### config.mk
export PLATFORM = sky130hd
export DESIGN_NAME = vga_scanner_flat
export DESIGN_NICKNAME = d
export VERILOG_FILES = /design/src/rtl/vga_scanner_if.sv /design/src/rtl/vga_scanner.sv /design/src/flat_wrapper.sv
export SDC_FILE = /design/constraint.sdc
export NUM_CORES = 1
export LEC_CHECK = 0
export CORE_MARGIN = 2
export CORE_UTILIZATION = 60
export CTS_CLUSTER_DIAMETER = 80
export DETAILED_ROUTE_END_ITERATION = 8
export DONT_BUFFER_PORTS = 1
export GPL_ROUTABILITY_DRIVEN = 0
export PLACE_DENSITY = 0.73
export SYNTH_ARGS = -nofsm -noshare
export SYNTH_HDL_FRONTEND = slang
export SYNTH_SLANG_ARGS = --single-unit
### constraint.sdc
create_clock -name clk_vga -period 4.9 [get_ports clk_vga]
set_input_delay 0.245 -clock clk_vga [delete_from_list [all_inputs] [get_ports clk_vga]]
set_output_delay 0.245 -clock clk_vga [all_outputs]
set_load 0.01 [all_outputs]
### src/rtl/vga_scanner_if.sv
// vga_scanner_if: framebuffer read port plus the VGA video outputs of the scanner.
// master = scanner side, slave = vga_ram / display side.
interface vga_scanner_if;
   logic [31:0] vga_pixel_addr;
   logic [7:0]  vga_pixel_val;
   logic [7:0]  vga_r;
   logic [7:0]  vga_g;
   logic [7:0]  vga_b;
   logic        vga_hs;
   logic        vga_vs;
   logic        vga_blank_n;
   logic        frame_start;

   modport master (
      output vga_pixel_addr,
      input  vga_pixel_val,
      output vga_r,
      output vga_g,
      output vga_b,
      output vga_hs,
      output vga_vs,
      output vga_blank_n,
      output frame_start
   );

   modport slave (
      input  vga_pixel_addr,
      output vga_pixel_val,
      input  vga_r,
      input  vga_g,
      input  vga_b,
      input  vga_hs,
      input  vga_vs,
      input  vga_blank_n,
      input  frame_start
   );
endinterface

### src/rtl/vga_scanner.sv
// vga_scanner: 640x480@60 VGA timing on clk_vga, framebuffer reads one pixel
// ahead of the beam, and RGB332 -> 8:8:8 expansion with aligned sync/blank.
// Three register stages: p0 (address + flags), p1 (memory returns data),
// p2 (colour + outputs). All outputs move on the same edge.
// Optional build macro VGA_SCANNER_SCALE2_EN: 2x2 pixel doubling of the image.
module vga_scanner #(
   parameter int H_ACTIVE = 640,
   parameter int H_FP     = 16,
   parameter int H_SYNC   = 96,
   parameter int H_BP     = 48,
   parameter int V_ACTIVE = 480,
   parameter int V_FP     = 10,
   parameter int V_SYNC   = 2,
   parameter int V_BP     = 33,
   parameter int IMG_W    = 256,
   parameter int IMG_H    = 256,
`ifdef VGA_SCANNER_SCALE2_EN
   parameter int X_OFF    = 64,
   parameter int Y_OFF    = 0,
`else
   parameter int X_OFF    = 192,
   parameter int Y_OFF    = 112,
`endif
   parameter logic [7:0] BG = 8'h00
) (
   input  logic          clk_vga,
   input  logic          reset,
   vga_scanner_if.master vga
);

   // Pixel format is RGB332; the expansion below is written for exactly 8 bits.
   localparam int DATA_W = 8;

`ifdef VGA_SCANNER_SCALE2_EN
   localparam int SCALE_SH = 1;
`else
   localparam int SCALE_SH = 0;
`endif

   localparam int W_EFF   = IMG_W << SCALE_SH;
   localparam int H_EFF   = IMG_H << SCALE_SH;
   localparam int H_TOTAL = H_ACTIVE + H_FP + H_SYNC + H_BP;
   localparam int V_TOTAL = V_ACTIVE + V_FP + V_SYNC + V_BP;
   localparam int HW      = $clog2(H_TOTAL);
   localparam int VW      = $clog2(V_TOTAL);

   localparam logic [HW-1:0] H_LAST   = HW'(H_TOTAL - 1);
   localparam logic [VW-1:0] V_LAST   = VW'(V_TOTAL - 1);
   localparam logic [HW-1:0] H_ACT_L  = HW'(H_ACTIVE);
   localparam logic [VW-1:0] V_ACT_L  = VW'(V_ACTIVE);
   localparam logic [HW-1:0] HS_FIRST = HW'(H_ACTIVE + H_FP);
   localparam logic [HW-1:0] HS_LAST  = HW'(H_ACTIVE + H_FP + H_SYNC - 1);
   localparam logic [VW-1:0] VS_FIRST = VW'(V_ACTIVE + V_FP);
   localparam logic [VW-1:0] VS_LAST  = VW'(V_ACTIVE + V_FP + V_SYNC - 1);

   // Bit-replicating RGB332 -> 8:8:8 so full-scale codes reach 8'hFF.
   function automatic logic [23:0] expand332(input logic [DATA_W-1:0] p);
      return {p[7:5], p[7:5], p[7:6],
              p[4:2], p[4:2], p[4:3],
              {4{p[1:0]}}};
   endfunction

   logic [HW-1:0] h_cnt;
   logic [VW-1:0] v_cnt;

   // Counter-stage decode (combinational from h_cnt/v_cnt)
   logic signed [31:0] dx;
   logic signed [31:0] dy;
   logic               in_active;
   logic               in_image;
   logic [31:0]        rd_addr;
   logic               hs_n;
   logic               vs_n;
   logic               frame_org;

   logic [31:0] addr_p0;
   logic        hit_p0, vld_p0, hs_p0, vs_p0, fs_p0;
   logic        hit_p1, vld_p1, hs_p1, vs_p1, fs_p1;
   logic [23:0] rgb_p2;
   logic        vld_p2, hs_p2, vs_p2, fs_p2;

   // Beam position: h wraps every line, v advances on h wrap and wraps per frame.
   always_ff @(posedge clk_vga or negedge reset) begin
      if (!reset) begin
         h_cnt <= '0;
         v_cnt <= '0;
      end else if (h_cnt == H_LAST) begin
         h_cnt <= '0;
         v_cnt <= (v_cnt == V_LAST) ? '0 : v_cnt + VW'(1);
      end else begin
         h_cnt <= h_cnt + HW'(1);
      end
   end

   // Decode region, image hit, read address and sync windows for the current position.
   always_comb begin
      dx        = $signed(32'(h_cnt)) - X_OFF;
      dy        = $signed(32'(v_cnt)) - Y_OFF;
      in_active = (h_cnt < H_ACT_L) && (v_cnt < V_ACT_L);
      in_image  = in_active && (dx >= 0) && (dx < W_EFF) && (dy >= 0) && (dy < H_EFF);
      rd_addr   = '0;
      if (in_image)
         rd_addr = $unsigned((dy >>> SCALE_SH) * IMG_W + (dx >>> SCALE_SH));
      hs_n      = !((h_cnt >= HS_FIRST) && (h_cnt <= HS_LAST));
      vs_n      = !((v_cnt >= VS_FIRST) && (v_cnt <= VS_LAST));
      frame_org = (h_cnt == '0) && (v_cnt == '0);
   end

   // Stage p0: issue the read address; flags start their trip alongside it.
   always_ff @(posedge clk_vga or negedge reset) begin
      if (!reset) begin
         addr_p0 <= '0;
         hit_p0  <= 1'b0;
         vld_p0  <= 1'b0;
         hs_p0   <= 1'b1;
         vs_p0   <= 1'b1;
         fs_p0   <= 1'b0;
      end else begin
         addr_p0 <= rd_addr;
         hit_p0  <= in_image;
         vld_p0  <= in_active;
         hs_p0   <= hs_n;
         vs_p0   <= vs_n;
         fs_p0   <= frame_org;
      end
   end

   // Stage p1: memory turns the address around; flags wait one cycle with it.
   always_ff @(posedge clk_vga or negedge reset) begin
      if (!reset) begin
         hit_p1 <= 1'b0;
         vld_p1 <= 1'b0;
         hs_p1  <= 1'b1;
         vs_p1  <= 1'b1;
         fs_p1  <= 1'b0;
      end else begin
         hit_p1 <= hit_p0;
         vld_p1 <= vld_p0;
         hs_p1  <= hs_p0;
         vs_p1  <= vs_p0;
         fs_p1  <= fs_p0;
      end
   end

   // Stage p2: pick image pixel, background or black, and register every output together.
   always_ff @(posedge clk_vga or negedge reset) begin
      if (!reset) begin
         rgb_p2 <= '0;
         vld_p2 <= 1'b0;
         hs_p2  <= 1'b1;
         vs_p2  <= 1'b1;
         fs_p2  <= 1'b0;
      end else begin
         if (hit_p1)
            rgb_p2 <= expand332(vga.vga_pixel_val);
         else if (vld_p1)
            rgb_p2 <= expand332(BG);
         else
            rgb_p2 <= '0;
         vld_p2 <= vld_p1;
         hs_p2  <= hs_p1;
         vs_p2  <= vs_p1;
         fs_p2  <= fs_p1;
      end
   end

   assign vga.vga_pixel_addr = addr_p0;
   assign vga.vga_r          = rgb_p2[23:16];
   assign vga.vga_g          = rgb_p2[15:8];
   assign vga.vga_b          = rgb_p2[7:0];
   assign vga.vga_hs         = hs_p2;
   assign vga.vga_vs         = vs_p2;
   assign vga.vga_blank_n    = vld_p2;
   assign vga.frame_start    = fs_p2;

endmodule

### src/flat_wrapper.sv
// flat-port wrapper written by rule: the top's interface ports become plain ports
module vga_scanner_flat 
#(
   parameter int H_ACTIVE = 640,
   parameter int H_FP     = 16,
   parameter int H_SYNC   = 96,
   parameter int H_BP     = 48,
   parameter int V_ACTIVE = 480,
   parameter int V_FP     = 10,
   parameter int V_SYNC   = 2,
   parameter int V_BP     = 33,
   parameter int IMG_W    = 256,
   parameter int IMG_H    = 256,

   parameter int X_OFF    = 192,
   parameter int Y_OFF    = 112,

   parameter logic [7:0] BG = 8'h00
)
  (clk_vga, reset, vga_vga_pixel_addr, vga_vga_pixel_val, vga_vga_r, vga_vga_g, vga_vga_b, vga_vga_hs, vga_vga_vs, vga_vga_blank_n, vga_frame_start);
  vga_scanner_if vga_i ();
  input  logic clk_vga;
  input  logic reset;
  output wire logic [$bits(vga_i.vga_pixel_addr)-1:0] vga_vga_pixel_addr;
  input wire logic [$bits(vga_i.vga_pixel_val)-1:0] vga_vga_pixel_val;
  output wire logic [$bits(vga_i.vga_r)-1:0] vga_vga_r;
  output wire logic [$bits(vga_i.vga_g)-1:0] vga_vga_g;
  output wire logic [$bits(vga_i.vga_b)-1:0] vga_vga_b;
  output wire logic [$bits(vga_i.vga_hs)-1:0] vga_vga_hs;
  output wire logic [$bits(vga_i.vga_vs)-1:0] vga_vga_vs;
  output wire logic [$bits(vga_i.vga_blank_n)-1:0] vga_vga_blank_n;
  output wire logic [$bits(vga_i.frame_start)-1:0] vga_frame_start;
  assign vga_vga_pixel_addr = vga_i.vga_pixel_addr;
  assign vga_i.vga_pixel_val = vga_vga_pixel_val;
  assign vga_vga_r = vga_i.vga_r;
  assign vga_vga_g = vga_i.vga_g;
  assign vga_vga_b = vga_i.vga_b;
  assign vga_vga_hs = vga_i.vga_hs;
  assign vga_vga_vs = vga_i.vga_vs;
  assign vga_vga_blank_n = vga_i.vga_blank_n;
  assign vga_frame_start = vga_i.frame_start;
  vga_scanner #(.H_ACTIVE(H_ACTIVE), .H_FP(H_FP), .H_SYNC(H_SYNC), .H_BP(H_BP), .V_ACTIVE(V_ACTIVE), .V_FP(V_FP), .V_SYNC(V_SYNC), .V_BP(V_BP), .IMG_W(IMG_W), .IMG_H(IMG_H), .X_OFF(X_OFF), .Y_OFF(Y_OFF), .BG(BG)) u_core (.clk_vga(clk_vga), .reset(reset), .vga(vga_i));
endmodule
# == Yosys cells after proc, flatten, opt, wreduce, memory -nomap -nowiden ==
# Index checks and enable logic that the tools add are counted.
# word_totals
reg_bits,90
input_bits,10
out_inout_bits,60
# classes
addsub,5
magnitude_cmp,10
n_eq_ne,2
muxes,4
n_reduce_logical,12
# op_table
cell,count
$ge 32x1->1 const B,2
$lt 32x10->1 const B,2
$add 32x32->32,1
$mux 32,1
$mux 24,1
$add 10x1->10 const B,2
$eq 10x10->1 const B,2
$logic_not 10->1,2
$mux 10,2
$sub 10x7->11 const B,1
$sub 10x8->11 const B,1
$ge 10x10->1 const B,1
$ge 10x9->1 const B,1
$le 10x10->1 const B,1
$le 10x9->1 const B,1
$lt 10x10->1 const B,1
$lt 10x9->1 const B,1
$logic_and 1x1->1,8
$logic_not 1->1,2

# == Longest topological paths before layout ==
# Gate-level depths: netlist (run 1).
# depth
word_depth,7
ltp_mapped,10
ltp_nobuf,9

# == Worst setup path after synthesis (run 1) ==
# No wires, ideal clock.
# synth_path
path_kind,reg2reg
from,register u_core.h_cnt[7]
to,register u_core.addr_p0[17] (netlist: u_core.vga.vga_pixel_addr[17])
t_arrival_ps,2266
required_ps,4777
setup_slack_ps,2511
stages_incl_launch_ff,11
synth_period_minus_slack_ps,2389
cell_sequence,dfrtp_1 -> ha_1 -> or3_1 -> clkbuf_1 -> inv_1 -> ha_1 -> a21o_1 -> a21oi_1 -> o41ai_1 -> a211oi_1 -> nor2_1
# synth_between
elab_chain_cells,7
word_cells_on_any_way,11
cone_classes,2 x add/sub; 3 x order compare; 1 x mux; 5 x reduce/logical
# synth_rtl
item,line,text
"start, declared",vga_scanner.sv:63,logic [HW-1:0] h_cnt;
"start signal, assigned",vga_scanner.sv:91,h_cnt <= h_cnt + HW'(1);
$sub 10x8->11 or $lt 10x10->1 (tied branches),"vga_scanner.sv:97, vga_scanner.sv:99",
$ge 32x1->1 or $logic_and 1x1->1 (tied branches),"vga_scanner.sv:100, vga_scanner.sv:99",
$logic_and 1x1->1 (4 in a row),vga_scanner.sv:100,in_image = in_active && (dx >= 0) && (dx < W_EFF) && (dy >= 0) && (dy < H_EFF);
$mux 32 *,vga_scanner.sv:102,if (in_image)
net u_core.rd_addr[17],vga_scanner.sv:71,logic [31:0] rd_addr;
"end signal, assigned",vga_scanner.sv:119,addr_p0 <= rd_addr;
"end, declared",vga_scanner.sv:76,logic [31:0] addr_p0;
# Mark *: on every way through the listed nets, which the timed path passes. The rest lies on a longest branch.
# A chain may end at the register's enable or synchronous reset.

# == Worst setup path after layout (run 1) ==
# layout_path
from,register u_core.h_cnt[7]
to,register u_core.addr_p0[29] (netlist: u_core.vga.vga_pixel_addr[29])
# Same word-level chain as after synthesis.

==> key figures, run 1 <==
Worst setup path
  – Worst reg2reg path endpoint: u_core.vga.vga_pixel_addr[29]
  – Worst path bufs/invs: 1
  – CP Cell Sequence: ha_1, or3_1, inv_1, ha_1, xnor2_1, nor2_1
  – R2R Setup Slk: 2.08 ns
  – CP Max Fanout: 13
  – Arrival time of the worst setup path: 2.99 ns
  – Slowest CP cell: xnor2_1
  – CP required: 5.08 ns
  – Most used cell, CP: ha_1
  – Slowest stage delay, CP: 0.82 ns
  – Worst Path Class, Setup: reg2reg
  – R2R depth: 6
  – Critical Path Start Type: flop
  – CP endpoint kind: flop
  – Delay-heaviest family, CP: XOR/XNOR gates
  – Worst R2R Start: u_core.h_cnt[7]

Yosys
  – Yosys reg bits: 74
  – Post-synthesis cell count: 325
  – Post-Syn Area: 3480 sq um
  – Post-synthesis mux area share: 0.00575
  – Post-synthesis adder-cell area fraction: 0.0704
  – Avg Cell Area, Syn: 10.7 sq um
  – Seq/Total Area, Yosys: 0.534
  – Synth Area in Simple Gates: 0.176
  – Synth unique cells: 49
  – Main flop type after synthesis: dfrtp_1
  – Synth warnings: 0
  – Synth Area in Compound Gates: 0.0636
  – Syn nets: 354
  – Main combinational cell family by area after synthesis: simple AND/OR/NAND/NOR gates
  – Share of synthesized flip-flops with an asynchronous set or reset: 1.00
  – Post-Synth XOR/XNOR Area: 0.0675
  – Post-synth EDFFs: 0

Detailed routing
  – Drt initial violations: 119
  – Residual DRC count: 0
  – Post-detailed-route via-to-cell ratio: 5.57
  – Total Routed Length: 5950 um
  – Vias: 2122
  – ANT nets after route: 0
  – Drt wl/cell: 15.6 um
  – DR pass1 iterations: 4

Clocking
  – Cts repair resizes: 0
  – CTS tree: done
  – Clk sinks: 74
  – Root buf cell: clkbuf_8
  – CTS Buffer Depth: 2
  – Clock Latency Late Sink: 0.34 ns
  – TritonCTS Buffers: 9
  – Hold Buf Count CTS: 2
  – Reg clk slew, reported paths: 0.08 ns
  – Setup Buffers After CTS: 0
  – H-tree depth: 3

Final layout
  – Area grow syn2layout: 2.05%
  – Fin area: 3560 sq um
  – Nets: 333
  – Filler cells: 427
  – Ant. Diodes: 0
  – Commonest non-fill, non-tap cell in the layout: dfrtp_1
  – Most frequent cells in the layout: dfrtp_1 (68), nor2_1 (45), ha_1 (18)
  – Share of post-route cells with drive strength above 1: 0.0939

GRT
  – Vias in the first global route: 2059
  – Largest net degree at the start of global routing: 75
  – First-pass GRT wire length: 10100 um
  – Initial antenna violation count: 0
  – All-Layer GR Usage: 0.204
  – GRT overflow: 0

STA
  – Post-Route Skew: 0.00929 ns
  – Sum Neg Setup Slack: 0 ns
  – Final Critical Period: 2.82 ns
  – Rel. slew slack: 0.305
  – Period utilization: 0.575
  – Measured slew at the worst slew-check pin: 1.04 ns
  – Endpoints failing setup: 0
  – RSZ-0062 raised after global routing: no
  – Final hold vios: 0
  – Pins Over Slew Limit: 0
  – Fmax: 0.355 GHz

Floorplanning
  – Die width: 80.2 um
  – Io pins: 70
  – Initial Util: 0.625
  – Die area: 6430 sq um
  – Core Region: 5570 sq um
  – Die Y-Extent: 80.2 um
  – Row Count: 27

Place
  – Detailed Place HPWL: 4090 um
  – # port buffers: 0
  – Placed instance area: 3350 sq um

Job
  – Max-capacitance violation count: 0

Pwr
  – Peak VDD IR: 0.199 mV
  – Power Dens Cells: 291 nW/um^2
  – Leakage power: 0.00169 uW

Hold path
  – Hold Path Class: in2reg
  – Hold path start: vga_vga_pixel_val[1]
  – Worst Hold Depth: 1
  – Hold worst-path end: u_core.rgb_p2[7]

Outcome
  – Status: finished clean
## power by group
group          leakage [uW]  internal [uW]  switching [uW]
clock             0.0000827            185             225
sequential         0.000983            610               0
combinational      0.000624           2.82            11.3
total               0.00169            798             236
## worst max-delay path by stage
stage          cells after the start       startpoint                            end
2_1_floorplan                     10  u_core.h_cnt[7]  u_core.vga.vga_pixel_addr[17]
3_3_place_gp                       9  u_core.h_cnt[7]  u_core.vga.vga_pixel_addr[17]
3_5_place_dp                       6  u_core.h_cnt[7]  u_core.vga.vga_pixel_addr[22]
4_1_cts                            6  u_core.h_cnt[7]  u_core.vga.vga_pixel_addr[22]
5_1_grt                            6  u_core.h_cnt[7]  u_core.vga.vga_pixel_addr[29]
6_report                           6  u_core.h_cnt[7]  u_core.vga.vga_pixel_addr[29]
## kinds of logic after synthesis
kind of cell               count (synthesis)
and+or+nand+nor                          118
DFF                                       74
buffers and inverters                     51
AOI/OAI and AO/OA                         35
xor gates and xnor gates                  26
adders and majority gates                 19
muxes                                      2
## state kept, by name (all words and copies together), names as in the netlist
signal	cells
u_core.vga.vga_pixel_addr	32
u_core.h_cnt	10
u_core.v_cnt	10
u_core.rgb_p2	8
u_core.fs_p0	1
u_core.fs_p1	1
u_core.hit_p0	1
u_core.hit_p1	1
u_core.hs_p0	1
u_core.hs_p1	1
u_core.vga.frame_start	1
u_core.vga.vga_blank_n	1
u_core.vga.vga_hs	1
u_core.vga.vga_vs	1
u_core.vld_p0	1
u_core.vld_p1	1
u_core.vs_p0	1
u_core.vs_p1	1
## routing by layer
| layer | global-route usage | wire length [um] | up-vias |
|---|---|---|---|
| met5 | 0 | 0 | - |
| met4 | 0.0780 | 55 | 0 |
| met3 | 0.0573 | 345 | 6 |
| met2 | 0.313 | 2790 | 70 |
| met1 | 0.277 | 2770 | 1035 |
| li1 | - | - | 1011 |
## through the flow
step | total power, uW | util | cells | setup WS, ns | hold slack, ns
after global placement | 622 | 0.601 | 363 | 2.22 | -0.0491
after global routing | 1080 | 0.638 | 381 | 1.87 | 0.00750
final | 1030 | 0.638 | 381 | 2.08 | 0.0331
after CTS | 1050 | 0.638 | 381 | 2.10 | 0.0239
after detailed placement | 622 | 0.601 | 363 | 2.12 | -0.0492
after floorplan | 622 | - | 325 | 2.51 | -0.0506
## synthesized netlist by cell type (2+ instances only)
cell / instances / area [sq um]
a21o_1: 2 / 15.0
a21oi_1: 11 / 55.1
a31oi_1: 2 / 12.5
a41oi_1: 2 / 17.5
and2_1: 14 / 87.6
and4_1: 2 / 17.5
buf_4: 18 / 135
buf_6: 4 / 45.0
clkbuf_1: 11 / 41.3
dfrtp_1: 68 / 1700
dfstp_2: 6 / 158
ha_1: 18 / 225
inv_1: 16 / 60.1
mux2i_1: 2 / 20.0
nand2_1: 14 / 52.6
nand3_1: 10 / 50.1
nand4_1: 4 / 25.0
nor2_1: 45 / 169
nor2b_1: 4 / 25.0
nor3_1: 5 / 25.0
nor3b_1: 2 / 15.0
nor4_1: 3 / 18.8
nor4b_1: 2 / 17.5
o21a_1: 2 / 15.0
o21ai_0: 8 / 40.0
o21bai_1: 2 / 15.0
or2_2: 2 / 12.5
or3_1: 2 / 12.5
xnor2_1: 14 / 123
xor2_1: 11 / 96.3
## final cells by class
cell class                      count  area (sq um)  share of cell area
Clock buffer                       10           128              0.0359
Clock inverter                      6          42.5              0.0120
Inverter                           17          63.8              0.0179
Multi-Input combinational cell    200          1340               0.375
Sequential cell                    74          1860               0.523
Tap cell                           72          90.1              0.0253
Timing Repair Buffer                2          37.5              0.0106
## worst reg2reg max path: cells and delay by family (launching register included)
kind,cells,cell delay [ns]
buffers and inverters,1,0.20
DFF,1,0.46
xor gates and xnor gates,1,0.82
adders and majority gates,2,0.55
and+or+nand+nor,2,0.61
(Power assumes the default switching activity.)
==> run 2: changes to the inputs <==
- ABC_AREA: default -> 1
- CORE_UTILIZATION: 60 -> 58
- clock period: 4.9 -> 2.35 ns (I/O delays scaled with it)
==> run 2 against run 1 <==
  * Clock power grew to 2.8 times the previous value
  * Clock-buffer cell count stayed put
  * Final cell count is 26% higher
  * Register-to-register slack worse by 1.9 ns
  * Core utilization is 2.8 points higher
  * Non-clock buffer count is 14 higher
  * Critical endpoint is now u_core.vga.vga_pixel_addr[16]
  * Critical path depth is 7 higher
==> key figures, run 2 <==
Place
  – Detailed Place HPWL: 4460 um (was 4090 um)
  – # port buffers: 0 (unchanged)

Floorplanning
  – Core Region: 5990 sq um (was 5570 sq um)
  – Die Y-Extent: 83.3 um (was 80.2 um)
  – Die width: 83.3 um (was 80.2 um)
  – Row Count: 28 (was 27)
  – Die area: 6940 sq um (was 6430 sq um)
  – Initial Util: 0.609 (was 0.625)
  – Io pins: 70 (unchanged)

Detailed routing
  – Vias: 2454 (was 2122)
  – ANT nets after route: 0 (unchanged)
  – Drt wl/cell: 13.2 um (was 15.6 um)
  – Uppermost layer routed: met4 (unchanged)
  – DR WL met3: 397 um (was 345 um)
  – Drt initial violations: 127 (was 119)
  – Residual DRC count: 0 (unchanged)
  – DR pass1 iterations: 5 (was 4)
  – Total Routed Length: 6360 um (was 5950 um)
  – Post-detailed-route via-to-cell ratio: 5.11 (was 5.57)
  – DR WL met2: 2970 um (was 2790 um)
  – Met1 wire length: 2930 um (was 2770 um)

GRT
  – All-Layer GR Usage: 0.194 (was 0.204)
  – Vias in the first global route: 2325 (was 2059)
  – First-pass GRT wire length: 10800 um (was 10100 um)
  – Largest net degree at the start of global routing: 75 (unchanged)
  – Initial antenna violation count: 0 (unchanged)
  – GRT overflow: 0 (unchanged)

Clocking
  – CTS Buffer Depth: 2 (unchanged)
  – CTS tree: done (unchanged)
  – Root buf cell: clkbuf_8 (unchanged)
  – H-tree depth: 3 (unchanged)
  – Reg clk slew, reported paths: 0.09 ns (was 0.08 ns)
  – Clock Latency Late Sink: 0.35 ns (was 0.34 ns)
  – Clk sinks: 74 (unchanged)
  – TritonCTS Buffers: 9 (unchanged)

Pwr
  – Power Dens Cells: 615 nW/um^2 (was 291 nW/um^2)
  – Peak VDD IR: 0.546 mV (was 0.199 mV)
  – Leakage power: 0.00210 uW (was 0.00169 uW)

Final layout
  – Commonest non-fill, non-tap cell in the layout: dfrtp_1 (unchanged)
  – Multi-input combinational cell area: 1410 sq um (was 1340 sq um)
  – Area grow syn2layout: 9.44% (was 2.05%)
  – Share of post-route cells with drive strength above 1: 0.183 (was 0.0939)
  – Register area: 1860 sq um (about the same)
  – Nets: 429 (was 333)
  – Ant. Diodes: 0 (unchanged)
  – Filler cells: 462 (was 427)
  – Max FFs per register: 32 (unchanged)
  – Most frequent cells in the layout: dfrtp_1 (67), nand2_1 (65), inv_1 (58) (was dfrtp_1 (68), nor2_1 (45), ha_1 (18))
  – Final core utilization: 0.666 (was 0.638)

Outcome
  – Status: finished clean (unchanged)

Worst setup path
  – CP endpoint kind: flop (unchanged)
  – Worst R2R Start: u_core.h_cnt[7] (unchanged)
  – Critical Path Start Type: flop (unchanged)
  – CP Max Fanout: 5 (was 13)
  – Arrival time of the worst setup path: 2.42 ns (was 2.99 ns)
  – Setup crit start: u_core.h_cnt[7] (unchanged)
  – CP required: 2.58 ns (was 5.08 ns)
  – Worst Path Class, Setup: reg2reg (unchanged)

Yosys
  – Post-synthesis cell count: 395 (was 325)
  – Synth warnings: 0 (unchanged)
  – Synth unique cells: 39 (was 49)
  – Area leader, netlist: dfrtp_1 (unchanged)
  – Yosys reg bits: 74 (unchanged)
  – Main flop type after synthesis: dfrtp_1 (unchanged)
  – Yosys top cell area share: 0.467 (was 0.488)
  – Share of synthesized flip-flops with an asynchronous set or reset: 1.00 (unchanged)
  – Most numerous cell in the Yosys netlist: dfrtp_1 (unchanged)
  – Synth top cells by count: dfrtp_1 (68), nand2_1 (65), inv_1 (59) (was dfrtp_1 (68), nor2_1 (45), buf_4 (18), ha_1 (18), inv_1 (16))
  – Synth top area cells: dfrtp_1 (47%), nand2_1 (6.7%), ha_1 (6.2%), inv_1 (6.1%), dfstp_2 (4.3%) (was dfrtp_1 (49%), ha_1 (6.5%), nor2_1 (4.8%), dfstp_2 (4.5%), buf_4 (3.9%))
  – Syn nets: 424 (was 354)
  – Avg Cell Area, Syn: 9.23 sq um (was 10.7 sq um)
  – Seq/Total Area, Yosys: 0.510 (was 0.534)
  – Post-Syn Area: 3650 sq um (was 3480 sq um)
  – Post-synth EDFFs: 0 (unchanged)

STA
  – Sum Neg Setup Slack: 0 ns (unchanged)
  – Fmax: 0.457 GHz (was 0.355 GHz)
  – Hold WS: 0.331 ns (was 0.0331 ns)
  – Final Critical Period: 2.19 ns (was 2.82 ns)
  – Rel. slew slack: 0.564 (was 0.305)
  – Post-Route Skew: 0.0144 ns (was 0.00929 ns)
  – Pins Over Slew Limit: 0 (unchanged)
  – Endpoints failing setup: 0 (unchanged)
  – Measured slew at the worst slew-check pin: 0.646 ns (was 1.04 ns)
  – Period utilization: 0.932 (was 0.575)
  – Final hold vios: 0 (unchanged)

Hold path
  – Hold Path Class: in2async (was in2reg)

Job
  – Max-capacitance violation count: 0 (unchanged)
-- run 2: final timing paths --
path | end | cells after the start | slack (ns)
worst max register to register | u_core.vga.vga_pixel_addr[16] | 13 | 0.16
worst max-delay path | u_core.vga.vga_pixel_addr[16] | 13 | 0.16
min in group clk_vga | u_core.hit_p1 | 0 | 0.35
max in group asynchronous | u_core.hs_p1 | 2 | 1.71
worst min-delay path | u_core.vga.vga_pixel_addr[14] | 2 | 0.33
worst min register to register | u_core.hit_p1 | 0 | 0.35
-- run 2: kinds of logic after synthesis --
logic type               Yosys count  synth area share
AO/OA/AOI/OAI                     30            0.0470
XOR/XNOR                          12            0.0309
adder cells (fa/ha/maj)           19            0.0673
buffers and inverters             84             0.107
flip-flops                        74             0.510
AND/OR/NAND/NOR                  176             0.237
-- run 2: area by class of cell --
type / instances / share of cell area
Clock buffer: 10 / 0.0345
Inverter: 62 / 0.0583
Tap cell: 75 / 0.0235
Clock inverter: 6 / 0.0245
Sequential cell: 74 / 0.466
Multi-Input combinational cell: 237 / 0.352
Timing Repair Buffer: 16 / 0.0408
-- run 2: metal layers --
metal  global-route usage  vias up
met2                0.303       80
met5                    0        -
met4               0.0730        0
li1                     -     1224
met3               0.0447        7
met1                0.265     1143
-- run 2: worst max-delay path, cell delays in order, from the launching register on --
cell and delay [ns]:
dfrtp_1 0.42, ha_2 0.24, xor2_2 0.16, inv_1 0.06, ha_1 0.20, fa_1 0.40, nand3_1 0.12, nor2_1 0.05
nand2_1 0.05, nand2_1 0.09, nand2_1 0.10, nand3_1 0.08, nand2_1 0.07, nor2_1 0.04
-- run 2: power breakdown --
part / switching [uW] / internal, uW / leakage [uW]
Clock: 500 / 642 / 0.000119
Sequential: 0 / 1270 / 0.000982
Combinational: 25.5 / 14.7 / 0.000999
Total: 525 / 1930 / 0.00210
-- run 2: what timing repair did --
action / in CTS / in global routing
hold buffers: 10 / 0
endpoints found under the hold margin: 82 / 0
gates resized for setup: 0 / 4
endpoints found under the setup margin: 0 / 3
setup buffers: 0 / 4
-- run 2: through the flow --
step                total power, uW  setup slack, ns  area, sq um  std cells
floorplan                      1300            0.172         3650        395
global placement               1300            0.146         3600        450
detailed placement             1300           0.0946         3600        450
CTS                            2470           0.0916         3950        476
global route                   2540          -0.0154         3990        480
finish                         2450            0.161         3990        480
